===== src/rtl/pe_stream_feeder.sv =====
// pe_stream_feeder: sends a header and then `len` x/w operand beats to one PE, and captures the PE result.
// Optional WAIT_DONE watchdog is built when FEEDER_TIMEOUT_EN is defined.
module pe_stream_feeder #(
  parameter int DATA_W  = 32,
  parameter int CNT_W   = 10,
  parameter int ADDR_W  = 10,
  parameter int MAX_LEN = 784,
  parameter int TIMEOUT = 1023
) (
  input  logic              clock,
  input  logic              rst_n,
  input  logic              start,
  input  logic [CNT_W-1:0]  len,
  input  logic [ADDR_W-1:0] base_addr,
  output logic              rd_en,
  output logic [ADDR_W-1:0] rd_addr,
  input  logic [DATA_W-1:0] x_rdata,
  input  logic [DATA_W-1:0] w_rdata,
  output logic              head,
  output logic [DATA_W-1:0] x_out,
  output logic [DATA_W-1:0] w_out,
  input  logic              pe_done,
  input  logic [DATA_W-1:0] pe_result,
  output logic [DATA_W-1:0] result,
  output logic              result_valid,
  output logic              busy,
  output logic              err_len,
  output logic              err_timeout
);

  typedef enum logic [1:0] {IDLE, HEADER, STREAM, WAIT_DONE} state_t;

  state_t           state;
  logic [CNT_W-1:0] beats_left;
  logic [CNT_W-1:0] reads_left;
  logic             len_ok;

  assign len_ok = (len != '0) && (len <= CNT_W'(MAX_LEN));

`ifdef FEEDER_TIMEOUT_EN
  localparam int WD_W = $clog2(TIMEOUT + 1);
  logic [WD_W-1:0] wd_cnt;
`else
  assign err_timeout = 1'b0;
`endif

  // NOTE: all state and outputs use non-blocking assignments so every register samples pre-edge values.
  always_ff @(posedge clock or negedge rst_n) begin
    if (!rst_n) begin
      state        <= IDLE;
      beats_left   <= '0;
      reads_left   <= '0;
      head         <= 1'b0;
      x_out        <= '0;
      w_out        <= '0;
      rd_en        <= 1'b0;
      rd_addr      <= '0;
      result       <= '0;
      result_valid <= 1'b0;
      busy         <= 1'b0;
      err_len      <= 1'b0;
`ifdef FEEDER_TIMEOUT_EN
      wd_cnt       <= '0;
      err_timeout  <= 1'b0;
`endif
    end else begin
      result_valid <= 1'b0;
      err_len      <= 1'b0;

      // Reads run one cycle ahead of the beats; the first one is issued on the accept edge.
      if (state == HEADER || state == STREAM) begin
        rd_en <= (reads_left != '0);
        if (reads_left != '0) begin
          rd_addr    <= rd_addr + ADDR_W'(1);
          reads_left <= reads_left - CNT_W'(1);
        end
      end

      unique case (state)
        IDLE: begin
          if (start) begin
            if (len_ok) begin
              state      <= HEADER;
              busy       <= 1'b1;
              beats_left <= len;
              reads_left <= len - CNT_W'(1);
              rd_en      <= 1'b1;
              rd_addr    <= base_addr;
`ifdef FEEDER_TIMEOUT_EN
              wd_cnt      <= '0;
              err_timeout <= 1'b0;
`endif
            end else begin
              err_len <= 1'b1;
            end
          end
        end

        HEADER: begin
          head  <= 1'b1;
          x_out <= DATA_W'(beats_left);
          w_out <= '0;
          state <= STREAM;
        end

        STREAM: begin
          head  <= 1'b0;
          x_out <= x_rdata;
          w_out <= w_rdata;
          if (beats_left == CNT_W'(1)) begin
            state <= WAIT_DONE;
          end else begin
            beats_left <= beats_left - CNT_W'(1);
          end
        end

        WAIT_DONE: begin
          x_out <= '0;
          w_out <= '0;
          if (pe_done) begin
            result       <= pe_result;
            result_valid <= 1'b1;
            busy         <= 1'b0;
            state        <= IDLE;
          end
`ifdef FEEDER_TIMEOUT_EN
          else if (wd_cnt == WD_W'(TIMEOUT - 1)) begin
            err_timeout <= 1'b1;
            busy        <= 1'b0;
            state       <= IDLE;
          end else begin
            wd_cnt <= wd_cnt + WD_W'(1);
          end
`endif
        end

        default: state <= IDLE;
      endcase
    end
  end

endmodule


===== config.mk =====
export PLATFORM = sky130hd
export DESIGN_NAME = pe_stream_feeder
export DESIGN_NICKNAME = d
export VERILOG_FILES = /design/src/rtl/pe_stream_feeder.sv
export SDC_FILE = /design/constraint.sdc
export NUM_CORES = 1
export LEC_CHECK = 0
export ABC_AREA = 1
export CORE_UTILIZATION = 45
export DETAILED_ROUTE_END_ITERATION = 8
export GPL_ROUTABILITY_DRIVEN = 0
export PLACE_DENSITY = 0.77
export SLEW_MARGIN = 20
export SYNTH_ARGS = -nofsm -noshare
export SYNTH_HDL_FRONTEND = slang
export SYNTH_SLANG_ARGS = --single-unit

===== constraint.sdc =====
create_clock -name clock -period 2.13 [get_ports clock]
set_input_delay 0.426 -clock clock [delete_from_list [all_inputs] [get_ports clock]]
set_output_delay 0.426 -clock clock [all_outputs]
set_load 0.03 [all_outputs]

---- After elaboration in Yosys (flattened, before gate mapping) ----
Cells that the tools add are included.
operators by class
  reductions and logical operators ........ 15
  add/subtract/negate cells ............... 4
  order comparisons ....................... 1
  eq/ne operators ......................... 9
  mux-type cells .......................... 35
operators with widths
  operator                                                 number
  2-to-1 mux 10 bit                                        13
  case mux 32 bit (3 select lines)                         1
  case mux 32 bit (2 select lines)                         1
  subtractor 10 x 1 -> 10 bit (second input constant)      3
  case mux 10 bit (2 select lines)                         1
  nonzero test 10 bit                                      2
  2-to-1 mux 1 bit                                         12
  AND reduction 4 bit                                      3
  adder 10 x 1 -> 10 bit (second input constant)           1
  == test 10 x 1 -> 1 bit (second input constant)          1
  less-or-equal comparator 10 bit (second input constant)  1
  2-to-1 mux 2 bit                                         4
  inequality test 2 bit (second input constant)            4
  case mux 2 bit (4 select lines)                          1
  nonzero test 2 bit                                       4
  == test 2 bit (second input constant)                    2
  case mux 1 bit (2 select lines)                          2
  nonzero test 3 bit                                       1
  == test 2 x 1 -> 1 bit (second input constant)           1
  zero test 2 bit                                          1
  inequality test 2 x 1 -> 1 bit (second input constant)   1
  AND reduction 2 bit                                      1
  OR reduction 2 bit                                       1
  logical AND 1 bit                                        1
  logical OR 1 bit                                         1
word-level totals
  output and inout port bits .............. 112
  flip-flop bits (word level) ............. 133
  logic and storage cells ................. 76

---- Longest topological paths before layout ----
Gate-level depths: netlist (run 1).
  word-level depth ........................ 6
  mapped depth ............................ 12
  depth with buffers taken out ............ 12

---- Worst setup path after synthesis (run 1) ----
Ideal clock, no wire load.
  path kind ............................... in2reg
  start ................................... in len[0]
  end ..................................... reg rd_addr[7]
  path slack .............................. 0.486 ns
  stages .................................. 12
  arrival ................................. 1.531 ns
  library setup time ...................... 0.113 ns
  required time ........................... 2.017 ns
  path buffers ............................ 1
  cell sequence ........................... inv_1 -> ha_1 -> nand2_2 -> nor2_4 -> nand2_1 -> nand2_2 -> nand2_4 -> nor2_4 -> buf_2 -> nand2_1 -> nand2_1 -> inv_1
between the ends
  longest elaborated chain between the ends .. 5
ends and longest elaborated chain
  what                                                                           line  RTL
  from (decl)                                                                    13    input logic [CNT_W-1:0] len,
  less-or-equal comparator 10 bit / nonzero test 10 bit (equally long branches)  38    assign len_ok = (len != '0) && (len <= CNT_W'(MAX_LEN));
  logical AND 1 bit *                                                            38
  2-to-1 mux 10 bit *                                                            82    if (len_ok) begin
  2-to-1 mux 10 bit *                                                            81    if (start) begin
  2-to-1 mux 10 bit *                                                            79    unique case (state)
  to (signal assigned)                                                           74    rd_addr <= rd_addr + ADDR_W'(1);
  to (signal assigned)                                                           88    rd_addr <= base_addr;
  to (decl)                                                                      16    output logic [ADDR_W-1:0] rd_addr,
Every way passes the cells marked *; elsewhere a longest branch is shown, timed or not.
A chain may end at the register's enable or synchronous reset.

---- Worst setup path in the final report (run 1) ----
  start ................................... reg rd_addr[0]
  end ..................................... out rd_addr[0]
No word-level cell between the ends.

==> reports/qor.csv, run 1 <==
stage;metric;value;unit
outcome;outcome;finished, final reports clean;
global_route;use_met1;0.317;
critical_path;arrival;1.62;ns
clock_tree;clk_pin_slew;0.05;ns
route;routedWlPerCell;14.7;µm
synthesis;synth_area;0.00652;mm²
placement;dp_hpwl;13.3;mm
floorplan;initial_core_util;0.466;
synthesis;seq_area_frac_synth;0.510;
synthesis;avgSynthCellArea;7.86;µm²
timing;hold_viol;0;
route;vias_per_cell;4.96;
route;totalWireLength;18.5;mm
final_layout;area_growth;50.0;%
critical_path;cp-start-kind;flip-flop;
timing;setup_tns;0;ns
global_route;top_usage_layer;met2;
global_route;antenna_found_initial;0;
timing;relSlewSlack;0.560;
global_route;met2_usage;0.414;
final_layout;final_cells;1261;
route;dr.pass1.iters;5;
global_route;grt_pass1_wl;29.6;mm
synthesis;async_flop_share;1.00;
critical_path;crit_chain;clkdlybuf4s50_1;
critical_path;critical-path-top-delay-family;buffers and inverters;
critical_path;end_kind;primary output;
clock_tree;insertion_delay;0.42;ns
clock_tree;cts_tree;yes;
floorplan;die_y;122;µm
clock_tree;cts_resized;0;
global_route;grt_use_total;0.256;
critical_path;path_buf_inv;1;
placement;numPlacedInstances;1230;
timing;worst_pin_slew;0.658;ns
global_route;grt_pass1_vias;6090;
floorplan;fp.dieW;122;µm
synthesis;yosysWarnings;0;
synthesis;syn-num-nets;960;
clock_tree;h-tree-depth;4;
route;drtIter0Drc;386;
floorplan;coreArea;0.0140;mm²
route;ant_nets;0;
timing;final_max_slew_viol_count;0;
synthesis;netlist_instances;829;
clock_tree;cts.sinks;133;
global_route;grt_max_degree;50;
final_layout;n_antenna_cell;0;
route;via_count;6255;
clock_tree;cts_buffers;17;
critical_path;slowest_delay;0.73;ns
clock_tree;cts_max_path_buffers;2;
critical_path;crit_type;reg -> out;
synthesis;synth_edf_count;0;
timing;skew;0.00567;ns
hold_path;hold_path.class;reg -> reg;
pwr;p_leak;0.00480;µW
timing;clock.fmax;0.488;GHz
clock_tree;root_buffer;clkbuf_16;
timing;fin_crit;2.05;ns
floorplan;die_area;0.0150;mm²
pwr;ir_worst_vdd;0.908;mV
floorplan;ios;232;
timing;setup_viol;0;
floorplan;rows;43;
synthesis;synth_ff_type;dfrtp_1;
timing;period_share;0.962;
final_layout;nNetsFinal;1201;
critical_path;cpMaxStageDelayCell;clkdlybuf4s50_1;
global_route;grt.overflow.total;0;
route;drc;0;
placement;portBuffers;230;
pwr;power_density;1660;mW/mm²
synthesis;ys_types;35;
run;drv_cap;0;
synthesis;synth_seq_cells;133;
global_route;grt_use_met3;0.0767;
timing;rsz0062_at_grt;false;
final_layout;drive_gt1_frac;0.0823;
critical_path;crit_fanout;7;
critical_path;worstPathRequired;1.70;ns
[cell usage after synthesis, types with 7 or more instances]
master    instances  area share
xor2_1           12       0.016
nand2_1         338        0.19
o21ai_0          28       0.021
inv_1            60       0.035
dfrtp_1         133        0.51
a21oi_1           7      0.0054
inv_2            10      0.0058
o21ai_1          19       0.015
ha_1             11       0.021
a22oi_1          10       0.012
clkbuf_1         26       0.015
nand4_1          10      0.0096
nor2_1           27       0.016
nand3_1          95       0.073
[logic make-up after synthesis]
family | synth area share
adder cells (fa/ha/maj) | 0.0211
AO/OA/AOI/OAI | 0.0601
flip-flops | 0.510
AND/OR/NAND/NOR | 0.323
other | 0.000575
XOR/XNOR | 0.0188
buffers and inverters | 0.0660
[flip-flops by register name, summed over array words and instances, names as in the netlist]
signal	cells
result	32
w_out	32
x_out	32
beats_left	10
rd_addr	10
reads_left	10
state	2
busy	1
err_len	1
head	1
rd_en	1
result_valid	1
[where the power goes]
group | leakage [µW] | internal (µW) | switching [µW] | total (µW)
Combinational | 0.00283 | 3310 | 5410 | 8720
Sequential | 0.00168 | 3700 | 813 | 4520
Clock | 0.000286 | 1920 | 1070 | 2990
Total | 0.00480 | 8940 | 7290 | 16200
[layer usage]
layer  vias up  wire length, µm
met4         0              537
met1      2881             7870
met5         -                0
met2       228             8580
met3        40             1490
li1       3106                -
[per-stage QoR]
stage	total power [µW]	utilization	hold slack [ns]	area, µm²	setup WS, ns
after floorplan	9880	-	0.130	6520	0.486
after global placement	13100	0.655	0.407	9170	0.000131
after detailed placement	13300	0.655	0.411	9170	-0.0335
after CTS	16300	0.699	0.476	9780	0.0665
after global routing	17400	0.699	0.491	9780	0.0240
final	16200	0.699	0.472	9780	0.0812
[what timing repair did]
item / in CTS / in global routing
endpoints found under the hold margin: 29 / 0
setup buffers: 0 / 0
hold buffers: 1 / 0
[layout make-up]
| class | count | area (µm²) |
|---|---|---|
| Timing Repair Buffer | 258 | 2590 |
| Tap cell | 180 | 225 |
| Sequential cell | 133 | 3330 |
| Clock buffer | 23 | 478 |
| Clock inverter | 7 | 123 |
| Multi-Input combinational cell | 589 | 2770 |
| Inverter | 71 | 267 |
| Fill cell | 1127 | 4210 |
[final timing paths]
check,depth (start not counted),from,to,slack (ns)
min in group asynchronous,2,rst_n,x_out[1],0.50
max in group asynchronous,3,rst_n,w_out[16],1.03
setup / recovery,1,rd_addr[0],rd_addr[0],0.08
hold / removal,2,w_out[1],w_out[1],0.47
setup reg to reg,7,state[1],reads_left[9],0.37
hold reg to reg,2,w_out[1],w_out[1],0.47
[cell usage in the layout (no fill, tap or decap), types with 2 or more instances in the layout]
cell type	count
nand4_1	10
inv_2	10
clkbuf_1	3
nor2_4	3
clkbuf_8	3
nand2_1	338
nor3_1	4
nand2_2	4
ha_1	9
clkbuf_16	17
ha_2	2
inv_1	60
o21ai_0	28
nor2_2	5
clkinv_4	2
clkinvlp_4	2
a22oi_1	10
nor2_1	26
nand2_4	2
or2_2	3
nand3_1	95
xnor2_1	2
xor2_1	12
clkdlybuf4s50_1	229
buf_12	6
dfrtp_1	133
buf_4	22
o21ai_1	19
o21bai_1	2
a21oi_1	7
bufinv_16	3
(Power assumes the default switching activity.)
==> run 2: changes to the inputs <==
RECOVER_POWER = 100   (was default)
==> reports/qor.csv, run 2 (synthesized netlist as in run 1, its figures left out) <==
stage;metric;value;unit;change
placement;pre_cts_ws;-0.0335;ns;unchanged
timing;rsz0062_at_grt;false;;unchanged
clock_tree;clk_pin_slew;0.05;ns;about the same
final_layout;nNetsFinal;1201;;unchanged
clock_tree;root_buffer;clkbuf_16;;unchanged
floorplan;die_y;122;µm;unchanged
route;vias_per_cell;4.99;;was 4.96
clock_tree;post_cts_buffers;0;;unchanged
final_layout;fin_util;0.694;;was 0.699
global_route;grt_pass1_vias;6090;;unchanged
timing;clock.fmax;0.486;GHz;was 0.488 GHz
timing;relSlewSlack;0.445;;was 0.560
run;drv_cap;0;;unchanged
clock_tree;cts_max_path_buffers;2;;unchanged
clock_tree;cts_buffers;17;;unchanged
floorplan;fp.dieW;122;µm;unchanged
critical_path;crit_fanout;6;;was 7
route;totalWireLength;18.5;mm;about the same
critical_path;path_buf_inv;1;;unchanged
global_route;grt_pass1_wl;29.6;mm;unchanged
critical_path;worstPathRequired;1.70;ns;about the same
final_layout;n_antenna_cell;0;;unchanged
final_layout;nFillCells;1138;;was 1127
pwr;power;15800;µW;was 16200 µW
timing;fin_crit;2.06;ns;was 2.05 ns
placement;portBuffers;230;;unchanged
final_layout;final_cell_mix;nand2_1 (341), dfrtp_1 (133), clkdlybuf4s50_1 (122);;was nand2_1 (338), clkdlybuf4s50_1 (229), dfrtp_1 (133)
critical_path;critical-path-top-delay-family;buffers and inverters;;unchanged
floorplan;ios;232;;unchanged
global_route;grt_max_degree;50;;unchanged
critical_path;slowest_delay;0.77;ns;was 0.73 ns
clock_tree;insertion_delay;0.41;ns;was 0.42 ns
global_route;grt_use_total;0.256;;unchanged
critical_path;arrival;1.63;ns;was 1.62 ns
route;via_count;6296;;was 6255
floorplan;die_area;0.0150;mm²;unchanged
critical_path;crit_chain;dlygate4sd3_1;;was clkdlybuf4s50_1
timing;holdWs;0.466;ns;was 0.472 ns
floorplan;initial_core_util;0.466;;unchanged
critical_path;cpMaxStageDelayCell;dlygate4sd3_1;;was clkdlybuf4s50_1
final_layout;layout.cells.most_common;nand2_1;;unchanged
pwr;p_leak;0.00497;µW;was 0.00480 µW
route;drc;0;;unchanged
outcome;outcome;finished, final reports clean;;unchanged
clock_tree;holdBufCountCts;1;;unchanged
placement;numPlacedInstances;1230;;unchanged
critical_path;cp-start-kind;flip-flop;;unchanged
global_route;grt.overflow.total;0;;unchanged
timing;setup_viol;0;;unchanged
placement;dp_hpwl;13.3;mm;unchanged
timing;worst_slack;0.0721;ns;was 0.0812 ns
clock_tree;cts.sinks;133;;unchanged
clock_tree;cts_resized;0;;unchanged
global_route;antenna_found_initial;0;;unchanged
final_layout;top_regs;result (32), w_out (32), x_out (32);;unchanged
pwr;ir_worst_vdd;0.839;mV;was 0.908 mV
route;drtIter0Drc;349;;was 386
hold_path;hold_path.class;reg -> reg;;unchanged
clock_tree;h-tree-depth;4;;unchanged
timing;hold_viol;0;;unchanged
floorplan;coreArea;0.0140;mm²;unchanged
route;routedWlPerCell;14.7;µm;about the same
floorplan;rows;43;;unchanged
route;ant_nets;0;;unchanged
timing;skew;0.00529;ns;was 0.00567 ns
critical_path;end_kind;primary output;;unchanged
timing;final_max_slew_viol_count;0;;unchanged
pwr;power_density;1630;mW/mm²;was 1660 mW/mm²
timing;period_share;0.966;;was 0.962
route;dr.pass1.iters;5;;unchanged
final_layout;final_cells;1261;;unchanged
final_layout;area_growth;49.0;%;was 50.0%
critical_path;crit_type;reg -> out;;unchanged
final_layout;multi_input_area;0.00273;mm²;was 0.00277 mm²
final_layout;drive_gt1_frac;0.0740;;was 0.0823
timing;worst_pin_slew;0.832;ns;was 0.658 ns
final_layout;register_area;0.00333;mm²;unchanged
clock_tree;cts_tree;yes;;unchanged
[run 2: cell count changes in the layout (fill, tap and decap cells not counted), moves of 2 or more]
cell             change
nand2_2              -2
clkdlybuf4s50_1    -107
clkbuf_1             +2
o21ai_1              -6
o21ai_0              +6
dlygate4sd3_1      +107
clkbuf_2             +3
buf_4                -5
nand2_1              +3
[run 2: power breakdown]
group	total [µW]	internal, µW	switching (µW)	leakage [µW]
Sequential	4480	3700	774	0.00168
Clock	2990	1920	1060	0.000286
Combinational	8350	2960	5390	0.00300
[run 2: worst paths after layout]
kind / start / to / slack [ns] / cells past startpoint
max in group asynchronous: rst_n / w_out[20] / 0.37 / 3
min reg2reg: w_out[1] / w_out[1] / 0.47 / 2
min: w_out[1] / w_out[1] / 0.47 / 2
max reg2reg: state[0] / beats_left[6] / 0.29 / 9
min in group asynchronous: rst_n / x_out[1] / 0.64 / 2
max: rd_addr[3] / rd_addr[3] / 0.07 / 1
[run 2: layout make-up]
type | count | area share
tap | 180 | 0.0232
timing repair buffer | 258 | 0.264
sequential | 133 | 0.343
clock inverter | 7 | 0.0126
multi-input combinational | 589 | 0.281
clock buffer | 23 | 0.0492
inverter | 71 | 0.0274
[run 2: worst min-delay path, stage by stage (launching register included)]
cell and delay [ns]:
dfrtp_1 0.33, nand2_1 0.05, nand2_1 0.05
[run 2: metrics by stage]
step                      TNS (ns)  area (µm²)
after global placement           0        9170
after CTS                        0        9780
after detailed placement    -0.183        9170
after global routing             0        9710
after floorplan                  0        6520
final                            0        9710
[run 2: layer usage]
metal  vias up  routed length, µm  GRT usage
met4         0                568      0.110
met3        41               1520     0.0767
li1       3114                  -          -
met5         -                  0          0
met2       240               8580      0.414
met1      2901               7860      0.317
==> run 3: changes to the inputs <==
CORE_MARGIN = 3   (was default)
CORE_UTILIZATION = 40   (was 45)
PLACE_DENSITY = 0.7   (was 0.77)
==> reports/qor.csv, run 3 (synthesized netlist as in run 1, its figures left out) <==
stage;metric;value;unit;change
outcome;outcome;finished, final reports clean;;unchanged
timing;setup_viol;0;;unchanged
final_layout;final_cell_mix;nand2_1 (340), dfrtp_1 (133), clkdlybuf4s50_1 (122);;was nand2_1 (341), dfrtp_1 (133), clkdlybuf4s50_1 (122)
final_layout;drive_gt1_frac;0.0840;;was 0.0740
global_route;antenna_found_initial;0;;unchanged
timing;hold_viol;0;;unchanged
timing;rsz0062_at_grt;false;;unchanged
route;drtIter0Drc;223;;was 349
run;drv_cap;0;;unchanged
timing;worst_pin_slew;1.00;ns;was 0.832 ns
clock_tree;root_buffer;clkbuf_16;;unchanged
pwr;swShare;0.473;;was 0.457
final_layout;area_growth;49.2;%;was 49.0%
route;routedWlPerCell;14.4;µm;was 14.7 µm
floorplan;fp.dieW;134;µm;was 122 µm
clock_tree;h-tree-depth;4;;unchanged
clock_tree;cts_buffers;17;;unchanged
timing;final_max_slew_viol_count;0;;unchanged
clock_tree;insertion_delay;0.42;ns;was 0.41 ns
critical_path;end_kind;primary output;;unchanged
pwr;p_clk_frac;0.187;;was 0.189
final_layout;top_regs;result (32), w_out (32), x_out (32);;unchanged
global_route;grt_pass1_wl;30.9;mm;was 29.6 mm
global_route;grt_pass1_vias;6089;;was 6090
critical_path;slowest_delay;0.73;ns;was 0.77 ns
hold_path;hold_path.class;reg -> reg;;unchanged
route;totalWireLength;18.8;mm;was 18.5 mm
timing;period_share;0.962;;was 0.966
route;dr.pass1.iters;4;;was 5
floorplan;ios;232;;unchanged
final_layout;n_antenna_cell;0;;unchanged
pwr;power_density;1610;mW/mm²;was 1630 mW/mm²
placement;dp_hpwl;13.6;mm;was 13.3 mm
floorplan;initial_core_util;0.409;;was 0.466
critical_path;cpMaxStageDelayCell;clkdlybuf4s50_1;;was dlygate4sd3_1
pwr;p_int;8250;µW;was 8580 µW
floorplan;coreArea;0.0159;mm²;was 0.0140 mm²
floorplan;die_y;134;µm;was 122 µm
pwr;p_leak;0.00496;µW;was 0.00497 µW
route;vias_per_cell;4.79;;was 4.99
clock_tree;cts_tree;yes;;unchanged
floorplan;die_area;0.0179;mm²;was 0.0150 mm²
clock_tree;post_cts_buffers;0;;unchanged
placement;numPlacedInstances;1266;;was 1230
final_layout;nNetsFinal;1201;;unchanged
clock_tree;cts_max_path_buffers;2;;unchanged
timing;fin_crit;2.05;ns;was 2.06 ns
critical_path;crit_chain;clkdlybuf4s50_1;;was dlygate4sd3_1
clock_tree;cts.sinks;133;;unchanged
final_layout;post-route-cell-area;0.00973;mm²;was 0.00971 mm²
timing;clock.fmax;0.488;GHz;was 0.486 GHz
pwr;ir_worst_vdd;0.730;mV;was 0.839 mV
timing;skew;0.00784;ns;was 0.00529 ns
placement;dpl_cell_area;0.00920;mm²;was 0.00917 mm²
global_route;grt.overflow.total;0;;unchanged
clock_tree;clk_pin_slew;0.06;ns;was 0.05 ns
critical_path;worstPathRequired;1.70;ns;about the same
final_layout;layout.cells.most_common;nand2_1;;unchanged
global_route;grt_use_total;0.213;;was 0.256
global_route;grt_max_degree;75;;was 50
pwr;seqPwrFrac;0.285;;was 0.283
critical_path;path_buf_inv;1;;unchanged
pwr;power_switching;7390;µW;was 7230 µW
placement;portBuffers;230;;unchanged
final_layout;final_cells;1299;;was 1261
floorplan;rows;46;;was 43
route;via_count;6220;;was 6296
critical_path;critical-path-top-delay-family;buffers and inverters;;unchanged
timing;relSlewSlack;0.331;;was 0.445
critical_path;crit_type;reg -> out;;unchanged
route;ant_nets;0;;unchanged
pwr;p_comb_frac;0.528;;about the same
timing;holdWs;0.470;ns;was 0.466 ns
route;drc;0;;unchanged
critical_path;cp-start-kind;flip-flop;;unchanged
critical_path;arrival;1.62;ns;was 1.63 ns
critical_path;crit_fanout;7;;was 6
run 3: changes by cell type in the layout (fill, tap and decap cells not counted), moves of 2 or more:
cell,previous run,this run
o21ai_1,13,10
buf_12,5,1
buf_6,0,2
inv_8,0,6
clkbuf_1,5,0
clkbuf_8,3,0
o21ai_0,34,37
bufinv_16,3,1
inv_6,0,3
buf_4,17,20
run 3: path summary, 6_finish.rpt:
path                                 end        from  slack, ns  cells past startpoint
max                           rd_addr[0]  rd_addr[0]       0.08                      1
min                           result[23]  result[23]       0.47                      2
max reg2reg                beats_left[9]    state[0]       0.25                      9
min reg2reg                   result[23]  result[23]       0.47                      2
max in group asynchronous      w_out[27]       rst_n       0.45                      3
min in group asynchronous       x_out[3]       rst_n       0.71                      2
run 3: timing repair:
item / in CTS / in global routing
endpoints found under the hold margin: 38 / 0
hold buffers: 1 / 0
gates resized for setup: 0 / 0
run 3: routing by layer:
metal	vias up	share of wire	GRT usage
li1	3132	-	-
met1	2889	0.46	0.283
met2	175	0.47	0.340
met3	24	0.066	0.0642
met4	0	0.013	0.0577
met5	-	0	0
run 3: cell type report:
cell class	count	area [µm²]
clock buffers	17	425
clock inverters	15	161
fillers	1476	6220
inverters	71	267
multi-input cells	589	2750
flip-flops and latches	133	3330
well taps	216	270
repair buffers	258	2520
run 3: metrics by stage:
step | total power (µW) | worst slack [ns] | setup TNS (ns) | utilization
after floorplan | 9880 | 0.486 | 0 | -
after detailed placement | 13200 | -0.0327 | -0.102 | 0.577
final | 15600 | 0.0813 | 0 | 0.610
after CTS | 16200 | 0.0726 | 0 | 0.615
after global routing | 16900 | 0.0208 | 0 | 0.610
after global placement | 13100 | 0.0116 | 0 | 0.577
run 3: power by group through the flow:
stage                     Combinational [µW]  Clock (µW)  Sequential, µW
after floorplan                         3640           0            6240
after global placement                  8610           0            4510
after detailed placement                8730           0            4510
after CTS                               8760        2990            4500
after global routing                    9160        3100            4630
final                                   8250        2930            4450
